==> src/rtl/mc_pkg.sv <==
// Shared definitions for the multicycle control unit: FSM states, ISA field
// constants, ALU operation codes and datapath mux encodings.
package mc_pkg;

  typedef enum logic [3:0] {
    S_RESET     = 4'd0,
    S_FETCH     = 4'd1,
    S_DECODE    = 4'd2,
    S_MEM_ADDR  = 4'd3,
    S_MEM_READ  = 4'd4,
    S_MEM_WB    = 4'd5,
    S_MEM_WRITE = 4'd6,
    S_R_EXEC    = 4'd7,
    S_R_WB      = 4'd8,
    S_BRANCH    = 4'd9,
    S_ADDI_EXEC = 4'd10,
    S_ADDI_WB   = 4'd11,
    S_JUMP      = 4'd12
  } state_e;

  localparam logic [5:0] OP_RTYPE = 6'b000000;
  localparam logic [5:0] OP_LW    = 6'b100011;
  localparam logic [5:0] OP_SW    = 6'b101011;
  localparam logic [5:0] OP_BEQ   = 6'b000100;
  localparam logic [5:0] OP_ADDI  = 6'b001000;
  localparam logic [5:0] OP_J     = 6'b000010;

  localparam logic [5:0] FN_ADD = 6'b100000;
  localparam logic [5:0] FN_SUB = 6'b100010;
  localparam logic [5:0] FN_SLT = 6'b101010;
  localparam logic [5:0] FN_AND = 6'b100100;
  localparam logic [5:0] FN_OR  = 6'b100101;
  localparam logic [5:0] FN_XOR = 6'b100110;
  localparam logic [5:0] FN_NOR = 6'b100111;

  localparam logic [2:0] ALU_ZERO = 3'b000;
  localparam logic [2:0] ALU_ADD  = 3'b001;
  localparam logic [2:0] ALU_SUB  = 3'b010;
  localparam logic [2:0] ALU_SLT  = 3'b011;
  localparam logic [2:0] ALU_AND  = 3'b100;
  localparam logic [2:0] ALU_OR   = 3'b101;
  localparam logic [2:0] ALU_XOR  = 3'b110;
  localparam logic [2:0] ALU_NOR  = 3'b111;

  localparam logic [1:0] ALUB_REGB    = 2'b00;
  localparam logic [1:0] ALUB_FOUR    = 2'b01;
  localparam logic [1:0] ALUB_IMM     = 2'b10;
  localparam logic [1:0] ALUB_IMM_SH2 = 2'b11;

  localparam logic [1:0] PCSRC_ALU    = 2'b00;
  localparam logic [1:0] PCSRC_ALUOUT = 2'b01;
  localparam logic [1:0] PCSRC_JUMP   = 2'b10;

  typedef struct packed {
    logic       pc_write;
    logic       ir_write;
    logic       mem_read;
    logic       mem_write;
    logic       i_or_d;
    logic       alu_src_a;
    logic [1:0] alu_src_b;
    logic [2:0] alu_control;
    logic [1:0] pc_src;
    logic       reg_write;
    logic       reg_dst;
    logic       mem_to_reg;
    logic       instr_done;
    logic       illegal_op;
  } ctrl_out_t;

  function automatic logic is_mem_op(input logic [5:0] op);
    return (op == OP_LW) || (op == OP_SW);
  endfunction

endpackage

==> src/rtl/mc_control_unit_if.sv <==
// Control-unit <-> datapath bundle: IR fields and status in, control strobes out.
interface mc_control_unit_if;

  logic [5:0] opcode;
  logic [5:0] funct;
  logic       zero_flag;
  logic       mem_ready;

  logic       pc_write;
  logic       ir_write;
  logic       mem_read;
  logic       mem_write;
  logic       i_or_d;
  logic       alu_src_a;
  logic [1:0] alu_src_b;
  logic [2:0] alu_control;
  logic [1:0] pc_src;
  logic       reg_write;
  logic       reg_dst;
  logic       mem_to_reg;
  logic       instr_done;
  logic       illegal_op;

  modport master (
    input  opcode, funct, zero_flag, mem_ready,
    output pc_write, ir_write, mem_read, mem_write, i_or_d, alu_src_a,
           alu_src_b, alu_control, pc_src, reg_write, reg_dst, mem_to_reg,
           instr_done, illegal_op
  );

  modport slave (
    output opcode, funct, zero_flag, mem_ready,
    input  pc_write, ir_write, mem_read, mem_write, i_or_d, alu_src_a,
           alu_src_b, alu_control, pc_src, reg_write, reg_dst, mem_to_reg,
           instr_done, illegal_op
  );

endinterface

==> src/rtl/alu_decoder.sv <==
// R-type funct to ALU operation mapping; valid_o flags a supported funct.
module alu_decoder
  import mc_pkg::*;
(
  input  logic [5:0] funct_i,
  output logic [2:0] alu_control_o,
  output logic       valid_o
);

  always_comb begin
    alu_control_o = ALU_ZERO;
    valid_o       = 1'b1;
    case (funct_i)
      FN_ADD:  alu_control_o = ALU_ADD;
      FN_SUB:  alu_control_o = ALU_SUB;
      FN_SLT:  alu_control_o = ALU_SLT;
      FN_AND:  alu_control_o = ALU_AND;
      FN_OR:   alu_control_o = ALU_OR;
      FN_XOR:  alu_control_o = ALU_XOR;
      FN_NOR:  alu_control_o = ALU_NOR;
      default: valid_o       = 1'b0;
    endcase
  end

endmodule

==> src/rtl/mc_control_unit.sv <==
// Multicycle control FSM: one registered state, outputs decoded from it (plus
// mem_ready / zero_flag in the states that consume them).
module mc_control_unit
  import mc_pkg::*;
(
  input  logic               clk,
  input  logic               rst_n,
  mc_control_unit_if.master  ctrl_if
);

  state_e     state_q, state_d;
  ctrl_out_t  outs;
  logic [2:0] fn_alu;
  logic       fn_valid;

  alu_decoder u_alu_decoder (
    .funct_i       (ctrl_if.funct),
    .alu_control_o (fn_alu),
    .valid_o       (fn_valid)
  );

  always_ff @(posedge clk or negedge rst_n) begin
    if (!rst_n) state_q <= S_RESET;
    else        state_q <= state_d;
  end

  always_comb begin
    outs    = '0;
    state_d = S_FETCH;
    case (state_q)
      S_RESET: state_d = S_FETCH;
      S_FETCH: begin
        outs.mem_read    = 1'b1;
        outs.alu_src_b   = ALUB_FOUR;
        outs.alu_control = ALU_ADD;
        outs.pc_src      = PCSRC_ALU;
        outs.ir_write    = ctrl_if.mem_ready;
        outs.pc_write    = ctrl_if.mem_ready;
        state_d          = ctrl_if.mem_ready ? S_DECODE : S_FETCH;
      end
      S_DECODE: begin
        // Branch target is precomputed here regardless of the opcode.
        outs.alu_src_b   = ALUB_IMM_SH2;
        outs.alu_control = ALU_ADD;
        if (is_mem_op(ctrl_if.opcode)) begin
          state_d = S_MEM_ADDR;
        end else begin
          case (ctrl_if.opcode)
            OP_RTYPE: begin
              if (fn_valid) state_d = S_R_EXEC;
              else          outs.illegal_op = 1'b1;
            end
            OP_BEQ:  state_d = S_BRANCH;
            OP_ADDI: state_d = S_ADDI_EXEC;
            OP_J:    state_d = S_JUMP;
            default: outs.illegal_op = 1'b1;
          endcase
        end
      end
      S_MEM_ADDR: begin
        outs.alu_src_a   = 1'b1;
        outs.alu_src_b   = ALUB_IMM;
        outs.alu_control = ALU_ADD;
        state_d          = (ctrl_if.opcode == OP_SW) ? S_MEM_WRITE : S_MEM_READ;
      end
      S_MEM_READ: begin
        outs.mem_read = 1'b1;
        outs.i_or_d   = 1'b1;
        state_d       = ctrl_if.mem_ready ? S_MEM_WB : S_MEM_READ;
      end
      S_MEM_WB: begin
        outs.reg_write  = 1'b1;
        outs.mem_to_reg = 1'b1;
        outs.instr_done = 1'b1;
      end
      S_MEM_WRITE: begin
        outs.mem_write  = 1'b1;
        outs.i_or_d     = 1'b1;
        outs.instr_done = ctrl_if.mem_ready;
        state_d         = ctrl_if.mem_ready ? S_FETCH : S_MEM_WRITE;
      end
      S_R_EXEC: begin
        outs.alu_src_a   = 1'b1;
        outs.alu_src_b   = ALUB_REGB;
        outs.alu_control = fn_alu;
        state_d          = S_R_WB;
      end
      S_R_WB: begin
        outs.reg_write  = 1'b1;
        outs.reg_dst    = 1'b1;
        outs.instr_done = 1'b1;
      end
      S_BRANCH: begin
        outs.alu_src_a   = 1'b1;
        outs.alu_src_b   = ALUB_REGB;
        outs.alu_control = ALU_SUB;
        outs.pc_src      = PCSRC_ALUOUT;
        outs.pc_write    = ctrl_if.zero_flag;
        outs.instr_done  = 1'b1;
      end
      S_ADDI_EXEC: begin
        outs.alu_src_a   = 1'b1;
        outs.alu_src_b   = ALUB_IMM;
        outs.alu_control = ALU_ADD;
        state_d          = S_ADDI_WB;
      end
      S_ADDI_WB: begin
        outs.reg_write  = 1'b1;
        outs.instr_done = 1'b1;
      end
      S_JUMP: begin
        outs.pc_src     = PCSRC_JUMP;
        outs.pc_write   = 1'b1;
        outs.instr_done = 1'b1;
      end
      default: state_d = S_FETCH;
    endcase
  end

  assign ctrl_if.pc_write    = outs.pc_write;
  assign ctrl_if.ir_write    = outs.ir_write;
  assign ctrl_if.mem_read    = outs.mem_read;
  assign ctrl_if.mem_write   = outs.mem_write;
  assign ctrl_if.i_or_d      = outs.i_or_d;
  assign ctrl_if.alu_src_a   = outs.alu_src_a;
  assign ctrl_if.alu_src_b   = outs.alu_src_b;
  assign ctrl_if.alu_control = outs.alu_control;
  assign ctrl_if.pc_src      = outs.pc_src;
  assign ctrl_if.reg_write   = outs.reg_write;
  assign ctrl_if.reg_dst     = outs.reg_dst;
  assign ctrl_if.mem_to_reg  = outs.mem_to_reg;
  assign ctrl_if.instr_done  = outs.instr_done;
  assign ctrl_if.illegal_op  = outs.illegal_op;

endmodule
==> src/flat_wrapper.sv <==
// flat-port wrapper written by rule: the top's interface ports become plain ports
module mc_control_unit_flat import mc_pkg::*;
  (clk, rst_n, ctrl_if_opcode, ctrl_if_funct, ctrl_if_zero_flag, ctrl_if_mem_ready, ctrl_if_pc_write, ctrl_if_ir_write, ctrl_if_mem_read, ctrl_if_mem_write, ctrl_if_i_or_d, ctrl_if_alu_src_a, ctrl_if_alu_src_b, ctrl_if_alu_control, ctrl_if_pc_src, ctrl_if_reg_write, ctrl_if_reg_dst, ctrl_if_mem_to_reg, ctrl_if_instr_done, ctrl_if_illegal_op);
  mc_control_unit_if ctrl_if_i ();
  input  logic clk;
  input  logic rst_n;
  input wire logic [$bits(ctrl_if_i.opcode)-1:0] ctrl_if_opcode;
  input wire logic [$bits(ctrl_if_i.funct)-1:0] ctrl_if_funct;
  input wire logic [$bits(ctrl_if_i.zero_flag)-1:0] ctrl_if_zero_flag;
  input wire logic [$bits(ctrl_if_i.mem_ready)-1:0] ctrl_if_mem_ready;
  output wire logic [$bits(ctrl_if_i.pc_write)-1:0] ctrl_if_pc_write;
  output wire logic [$bits(ctrl_if_i.ir_write)-1:0] ctrl_if_ir_write;
  output wire logic [$bits(ctrl_if_i.mem_read)-1:0] ctrl_if_mem_read;
  output wire logic [$bits(ctrl_if_i.mem_write)-1:0] ctrl_if_mem_write;
  output wire logic [$bits(ctrl_if_i.i_or_d)-1:0] ctrl_if_i_or_d;
  output wire logic [$bits(ctrl_if_i.alu_src_a)-1:0] ctrl_if_alu_src_a;
  output wire logic [$bits(ctrl_if_i.alu_src_b)-1:0] ctrl_if_alu_src_b;
  output wire logic [$bits(ctrl_if_i.alu_control)-1:0] ctrl_if_alu_control;
  output wire logic [$bits(ctrl_if_i.pc_src)-1:0] ctrl_if_pc_src;
  output wire logic [$bits(ctrl_if_i.reg_write)-1:0] ctrl_if_reg_write;
  output wire logic [$bits(ctrl_if_i.reg_dst)-1:0] ctrl_if_reg_dst;
  output wire logic [$bits(ctrl_if_i.mem_to_reg)-1:0] ctrl_if_mem_to_reg;
  output wire logic [$bits(ctrl_if_i.instr_done)-1:0] ctrl_if_instr_done;
  output wire logic [$bits(ctrl_if_i.illegal_op)-1:0] ctrl_if_illegal_op;
  assign ctrl_if_i.opcode = ctrl_if_opcode;
  assign ctrl_if_i.funct = ctrl_if_funct;
  assign ctrl_if_i.zero_flag = ctrl_if_zero_flag;
  assign ctrl_if_i.mem_ready = ctrl_if_mem_ready;
  assign ctrl_if_pc_write = ctrl_if_i.pc_write;
  assign ctrl_if_ir_write = ctrl_if_i.ir_write;
  assign ctrl_if_mem_read = ctrl_if_i.mem_read;
  assign ctrl_if_mem_write = ctrl_if_i.mem_write;
  assign ctrl_if_i_or_d = ctrl_if_i.i_or_d;
  assign ctrl_if_alu_src_a = ctrl_if_i.alu_src_a;
  assign ctrl_if_alu_src_b = ctrl_if_i.alu_src_b;
  assign ctrl_if_alu_control = ctrl_if_i.alu_control;
  assign ctrl_if_pc_src = ctrl_if_i.pc_src;
  assign ctrl_if_reg_write = ctrl_if_i.reg_write;
  assign ctrl_if_reg_dst = ctrl_if_i.reg_dst;
  assign ctrl_if_mem_to_reg = ctrl_if_i.mem_to_reg;
  assign ctrl_if_instr_done = ctrl_if_i.instr_done;
  assign ctrl_if_illegal_op = ctrl_if_i.illegal_op;
  mc_control_unit u_core (.clk(clk), .rst_n(rst_n), .ctrl_if(ctrl_if_i));
endmodule
==> config.mk <==
export PLATFORM = sky130hd
export DESIGN_NAME = mc_control_unit_flat
export DESIGN_NICKNAME = d
export VERILOG_FILES = /design/src/rtl/mc_pkg.sv /design/src/rtl/mc_control_unit_if.sv /design/src/rtl/alu_decoder.sv /design/src/rtl/mc_control_unit.sv /design/src/flat_wrapper.sv
export SDC_FILE = /design/constraint.sdc
export NUM_CORES = 1
export LEC_CHECK = 0
export CAP_MARGIN = 20
export CELL_PAD_IN_SITES_DETAIL_PLACEMENT = 1
export CELL_PAD_IN_SITES_GLOBAL_PLACEMENT = 1
export CORE_MARGIN = 5
export CORE_UTILIZATION = 25
export DETAILED_ROUTE_END_ITERATION = 10
export PLACE_DENSITY = 0.76
export SETUP_SLACK_MARGIN = 0.02
export SLEW_MARGIN = 30
export SYNTH_ARGS = -nofsm -noshare
export SYNTH_HDL_FRONTEND = slang
export SYNTH_SLANG_ARGS = --single-unit
==> constraint.sdc <==
create_clock -name clk -period 1.83 [get_ports clk]
set_clock_uncertainty 0.2 [all_clocks]
set_input_delay 0.4575 -clock clk [delete_from_list [all_inputs] [get_ports clk]]
set_output_delay 0.4575 -clock clk [all_outputs]
set_load 0.05 [all_outputs]
==> out/metrics.cfg, run 1 <==
[synth]
synth_seq_cells=4
synthTopCellsByCount=nor2_1, a21oi_1, nand2b_1, o21ai_0, nor3_1
synth-async-reset-ratio=1.00
synthesis.area_sq_um=641
synthesis.nets=110
synthCells=94
syn_area_per_cell_sq_um=6.82
ys_types=33
yosys.area.top_type=dfrtp_1
yosysWarnings=0
synth_edf_count=0
yosysTopAreaCellShare=0.156
yosysSeqAreaShare=0.156
synth_area_leaders=dfrtp_1, nor2_1, nand2b_1, a21oi_1, o2111ai_1
ys.flop_type=dfrtp_1
yosysMostFrequentCell=nor2_1

[clock_network]
clock_sinks=4
ctsHoldBuffers=0
clockBufferDepth=2
ctsResizeCount=83
postCtsSetupRepairBufs=17
cts-root-buf=clkbuf_4
cts_htree_levels=1
cts_buffers=3

[run_status]
status=did not finish
tool.error=[ERROR DPL-0033] detailed placement checks failed during check placement.
stop_stage=clock tree synthesis (4_1_cts)

[die]
die_height_microns=60.6
io_pins=34
fp.dieW_microns=60.6
initial_core_util=0.261
fp-row-count=18

[placed_design]
placed_cells=194
numPortBuffers=33
place_congestion=0.864
hpwl_microns=2940
place_ws_ps=-737
placed_area_sq_um=1640

cell families after synthesis:
family,Yosys count,synth area share
compound gates,28,0.297
xor+xnor,3,0.0410
buf+inv,9,0.109
flops,4,0.156
simple gates,50,0.396
through the flow:
stage / utilization / TNS [ps]
after floorplan: - / -693
after global placement: 0.666 / -4630
after detailed placement: 0.666 / -5370
==> inputs of run 2 (changes only) <==
--- a/config.mk
+++ b/config.mk
@@ -6,13 +6,10 @@
 export NUM_CORES = 1
 export LEC_CHECK = 0
 export CAP_MARGIN = 20
-export CELL_PAD_IN_SITES_DETAIL_PLACEMENT = 1
-export CELL_PAD_IN_SITES_GLOBAL_PLACEMENT = 1
-export CORE_MARGIN = 5
-export CORE_UTILIZATION = 25
+export CORE_AREA = 5 5 66 68
 export DETAILED_ROUTE_END_ITERATION = 10
-export PLACE_DENSITY = 0.76
-export SETUP_SLACK_MARGIN = 0.02
+export DIE_AREA = 0 0 71 73
+export PLACE_DENSITY_LB_ADDON = 0.15
 export SLEW_MARGIN = 30
 export SYNTH_ARGS = -nofsm -noshare
 export SYNTH_HDL_FRONTEND = slang
==> run 2 against run 1 <==
Effect of this change:
- the flow now finishes, with violations (negative setup slack)
- area after synthesis is the same
- synthesized cell count is the same
==> out/metrics.cfg, run 2 <==
[power]
p_comb_frac=0.893
leakagePower_nw=0.853
power.switching_mw=1.67
vdd_drop_max_mv=0.899
p_sw_frac=0.475
power_density_nw_per_um2=1710
p_int_mw=1.85
p_seq_frac=0.056
clkPwrFrac=0.051

[sta]
setup_viol=18
maxSlewHeadroom=0.824
setup_ws_ps=-271
fmax_ghz=0.476
hold_ws_ps=242
fin_crit_sh=1.15
worst_pin_slew_ps=262
period_minus_slack_ps=2100
rsz0062_at_grt=yes
drv_slew=0
hold_viol_final=0

[run_status]
violations=negative setup slack
status=finished, violations left

[setup_path]
cp.required_ps=1170
rrSetupSlack_ps=10
path_cells=nand2b_4, nor2_4, a211o_4, buf_8
worst-path-buf-inv=1
crit_path_top_delay_cell=dfrtp_2
crit_path_max_fanout=6
worstSetupEndpointType=output port
critPathMaxStageDelay_ps=470
crit_family=flip-flops
worstSetupStartpointType=flip-flop
critical_path_class=flip-flop to output port
arrival_ps=1440

[synth]
synth_seq_cells=4
synthMuxAreaShare=0
syn_area_per_cell_sq_um=6.82
yosysTopAreaCellShare=0.156
yosysWarnings=0
yosys.area_share.adder=0
yosys.area.top_type=dfrtp_1
ys_types=33
yosysMostFrequentCell=nor2_1
synthCells=94
synth_top_family_by_area=simple AND/OR/NAND/NOR gates
synth_xor_area_frac=0.0410
ys.flop_type=dfrtp_1
synthesis.area_sq_um=641
synth-simple-area-share=0.396
synth_edf_count=0
synth_area_leaders=dfrtp_1, nor2_1, nand2b_1, a21oi_1, o2111ai_1
synthesis.nets=110
yosysSeqAreaShare=0.156
synth_compound_area_frac=0.297
synthTopCellsByCount=nor2_1, a21oi_1, nand2b_1, o21ai_0, nor3_1
synth-async-reset-ratio=1.00

[die]
die-area_sq_um=5180
die_height_microns=73
fp.dieW_microns=71
core_area_sq_um=3800
initial_core_util=0.169
fp-row-count=23
io_pins=34

[clock_network]
clockBufferDepth=2
path_clk_slew_ps=30
insertion_delay_ps=210
clock_sinks=4
cts_tree=yes
cts_htree_levels=1
cts_buffers=3
cts-root-buf=clkbuf_8

[final_layout]
fillers=347
syn2layout_area_growth_pct=222
stdcell_count=231
drive_above_1_share=0.796
nets=199
n_antenna_cell=0
largest-register=u_core.state_q
largest_register_ff_count=4
final_common_cell=buf_4
most-common-layout-cells=buf_4, buf_12, buf_6
fin_area_sq_um=2060
reg_top3=u_core.state_q (4)

[placed_design]
placed_cells=209
place_congestion=0.800
placed_area_sq_um=1600
hpwl_microns=2230
numPortBuffers=33

[min_path]
hp-class=input pin to async pin

[global_route]
met2_usage=0.243
grt_usage=0.123
grt.busiest_layer=met2
grt_pass1_wl_microns=5290
gr-usage-met3=0.0138
grt_start_max_net_pins=8
gr-usage-met1=0.138
grt_overflow_total=0
antenna_found_initial=0
grt_pass1_vias=1171

[job]
max_cap_viol_count=0

[detailed_routing]
postRouteAntennaNets=0
firstDrtPassIters=4
drt_iter0_markers=25
wl_per_cell_microns=13.3
drc=0
vias_per_cell=4.57
drt-total-wl_microns=3070
dr_total_vias=1056

## run 2: cell counts after synthesis
Identical to the previous run, type by type.
## run 2: worst paths after layout
path,startpoint,end,cells after the start
max,u_core.state_q[2],ctrl_if_pc_write,4
min,rst_n,u_core.state_q[0],1
max reg2reg,u_core.state_q[1],u_core.state_q[1],8
min reg2reg,u_core.state_q[1],u_core.state_q[3],3
max in group asynchronous,rst_n,u_core.state_q[3],1
min in group clk,ctrl_if_mem_ready,u_core.state_q[0],4
## run 2: final cells by class
class                           instances  area [sq um]  area share
Clock buffer                            3          41.3      0.0200
Inverter                                2          7.51     0.00364
Multi-Input combinational cell         81           871       0.422
Sequential cell                         4           103      0.0497
Tap cell                               50          62.6      0.0303
Timing Repair Buffer                   91           980       0.475
## run 2: timing repair
item	in CTS	in global routing
endpoints found under the setup margin	20	22
hold buffers	0	0
resized for setup	102	16
setup buffers	21	3
pin swaps	22	9
## run 2: power groups by stage
stage          Sequential [mW]  Clock [mW]  Combinational (mW)
2_1_floorplan            0.163           0                1.28
3_3_place_gp             0.166           0                2.37
3_5_place_dp             0.165           0                2.37
4_1_cts                  0.194       0.189                3.03
5_1_grt                  0.206       0.187                3.30
6_report                 0.198       0.181                3.14
## run 2: metrics by stage
| stage | setup TNS [ps] | util | total power [mW] | worst slack [ps] |
|---|---|---|---|---|
| after floorplan | -2010 | - | 1.44 | -236 |
| after global placement | -5140 | 0.420 | 2.54 | -726 |
| after detailed placement | -5220 | 0.420 | 2.54 | -729 |
| after CTS | -3640 | 0.535 | 3.41 | -261 |
| after global routing | -4050 | 0.543 | 3.69 | -305 |
| final | -3160 | 0.543 | 3.52 | -271 |
## run 2: per-layer routing
| metal | share of wire | up-vias |
|---|---|---|
| li1 | - | 522 |
| met2 | 0.56 | 21 |
| met5 | 0 | - |
| met1 | 0.39 | 507 |
| met3 | 0.031 | 6 |
| met4 | 0.016 | 0 |
## run 2: cell families (layout without fill, tap and decap cells)
family | after synthesis | in the layout
xor gates and xnor gates | 3 | 3
buffers and inverters | 9 | 96
DFF | 4 | 4
and+or+nand+nor | 50 | 50
AOI/OAI and AO/OA | 28 | 28
Note: power is estimated with default switching activity, not from simulation.
==> inputs of run 3 (changes only) <==
==> constraint.sdc (replaced) <==
create_clock -name clk -period 2.6 [get_ports clk]
set_clock_uncertainty 0.2 [all_clocks]
set_input_delay 0.65 -clock clk [delete_from_list [all_inputs] [get_ports clk]]
set_output_delay 0.65 -clock clk [all_outputs]
set_load 0.05 [all_outputs]
==> run 3 against run 2 <==
Effect of this change:
- the flow now finishes without violations
- cell area down 31%
- final cell count down 14%
- global-route usage down 2.1 points
- critical path depth is 3 higher
- first-iteration DRC count increased by 12%
- setup slack better by 320 ps
- sequential power is 19% lower
- clock-buffer cell count is the same
- sequential cell count unchanged
- die area unchanged
- non-clock buffer count shrank 33
- wire length down 20%
==> out/metrics.cfg, run 3 (synthesis results as in run 2) <==
[detailed_routing]
dr_total_vias=907
drt_iter0_markers=28
drt-total-wl_microns=2460
firstDrtPassIters=4
postRouteAntennaNets=0
wl_per_cell_microns=12.4
drc=0
vias_per_cell=4.58

[clock_network]
cts_htree_levels=1
clockBufferDepth=2
cts_buffers=3
ctsHoldBuffers=0
clock_sinks=4
insertion_delay_ps=210
path_clk_slew_ps=30
cts-root-buf=clkbuf_8
cts_tree=yes

[final_layout]
final_common_cell=buf_4
fin_area_sq_um=1430
final_util=0.377
reg_top3=u_core.state_q (4)
largest_register_ff_count=4
most-common-layout-cells=buf_4, buf_12, nor2_1
n_antenna_cell=0
drive_above_1_share=0.453
nets=166
syn2layout_area_growth_pct=124
largest-register=u_core.state_q

[sta]
maxSlewHeadroom=0.762
drv_slew=0
tns_ps=0
hold_viol_final=0
setup_viol=0
hold_ws_ps=436
worst_pin_slew_ps=354
rsz0062_at_grt=no
period_minus_slack_ps=2550
fin_crit_sh=0.980
fmax_ghz=0.392

[min_path]
hp-class=input pin to async pin

[setup_path]
worstSetupEndpointType=output port
critical_path_class=input pin to output port
arrival_ps=1700
crit_path_max_fanout=2
cp.required_ps=1750
worstSetupStartpointType=input pin

[global_route]
grt_pass1_wl_microns=4370
grt_overflow_total=0
antenna_found_initial=0
grt_start_max_net_pins=13
grt_pass1_vias=934
grt_usage=0.103

[placed_design]
place_congestion=0.808
hpwl_microns=2030
placed_area_sq_um=1330
numPortBuffers=33

[die]
die_height_microns=73
die-area_sq_um=5180
initial_core_util=0.169
core_area_sq_um=3800
fp-row-count=23
fp.dieW_microns=71
io_pins=34

[power]
power_density_nw_per_um2=1150
leakagePower_nw=0.616
vdd_drop_max_mv=0.321

[job]
max_cap_viol_count=0

[run_status]
status=complete, no violations

## run 3: cell types whose count changed in the layout (fill, tap and decap cells not counted), moves of 4 or more
| cell | previous run | this run |
|---|---|---|
| nand2b_4 | 7 | 2 |
| buf_6 | 14 | 1 |
| nand2b_1 | 0 | 5 |
| dlygate4sd2_1 | 2 | 8 |
| nor2_1 | 7 | 15 |
| nor3_4 | 5 | 1 |
| nor2_4 | 9 | 1 |
| buf_4 | 44 | 25 |
## run 3: stage by stage
step	std cells	setup WS (ps)	total power [mW]
detailed placement	193	-306	1.51
CTS	198	-79.0	1.65
finish	198	51.0	1.65
floorplan	94	-9.28	0.879
global placement	193	-268	1.51
global route	198	1.30	1.75
## run 3: final timing paths
| check | start | endpoint | slack [ps] | depth (start not counted) |
|---|---|---|---|---|
| worst max-delay path | ctrl_if_funct[1] | ctrl_if_alu_control[0] | 50 | 7 |
| worst min-delay path | rst_n | u_core.state_q[3] | 440 | 1 |
| worst max register to register | u_core.state_q[0] | u_core.state_q[1] | 950 | 5 |
| worst min register to register | u_core.state_q[2] | u_core.state_q[3] | 590 | 3 |
| max in group asynchronous | rst_n | u_core.state_q[2] | 1590 | 1 |
| min in group clk | u_core.state_q[2] | u_core.state_q[3] | 590 | 3 |
## run 3: timing repair
action / in CTS / in global routing
pin swaps: 7 / 6
gates resized for setup: 25 / 13
setup buffers: 2 / 0
setup endpoints to repair: 6 / 5
## run 3: cell type report
class | count | area (sq um)
Fill cell | 412 | 2370
Timing Repair Buffer | 58 | 664
Multi-Input combinational cell | 81 | 554
Sequential cell | 4 | 103
Tap cell | 50 | 62.6
Clock buffer | 3 | 41.3
Inverter | 2 | 7.51
## run 3: where the power goes
part	total (mW)	switching, mW	internal [mW]
clock	0.127	0.0290	0.0984
combinational	1.36	0.747	0.611
sequential	0.161	0.0711	0.0901
total	1.65	0.847	0.800
## run 3: worst max-delay path, cell delays in order
cell,delay [ps]
clkbuf_2,110
buf_4,140
xor2_1,150
nor2_1,140
o2111ai_2,120
a21oi_2,220
buf_12,160
## run 3: routing by layer
layer,global-route usage,share of wire
met1,0.128,0.42
met2,0.168,0.51
met3,0.0344,0.070
met4,0.0313,0.0041
met5,0,0
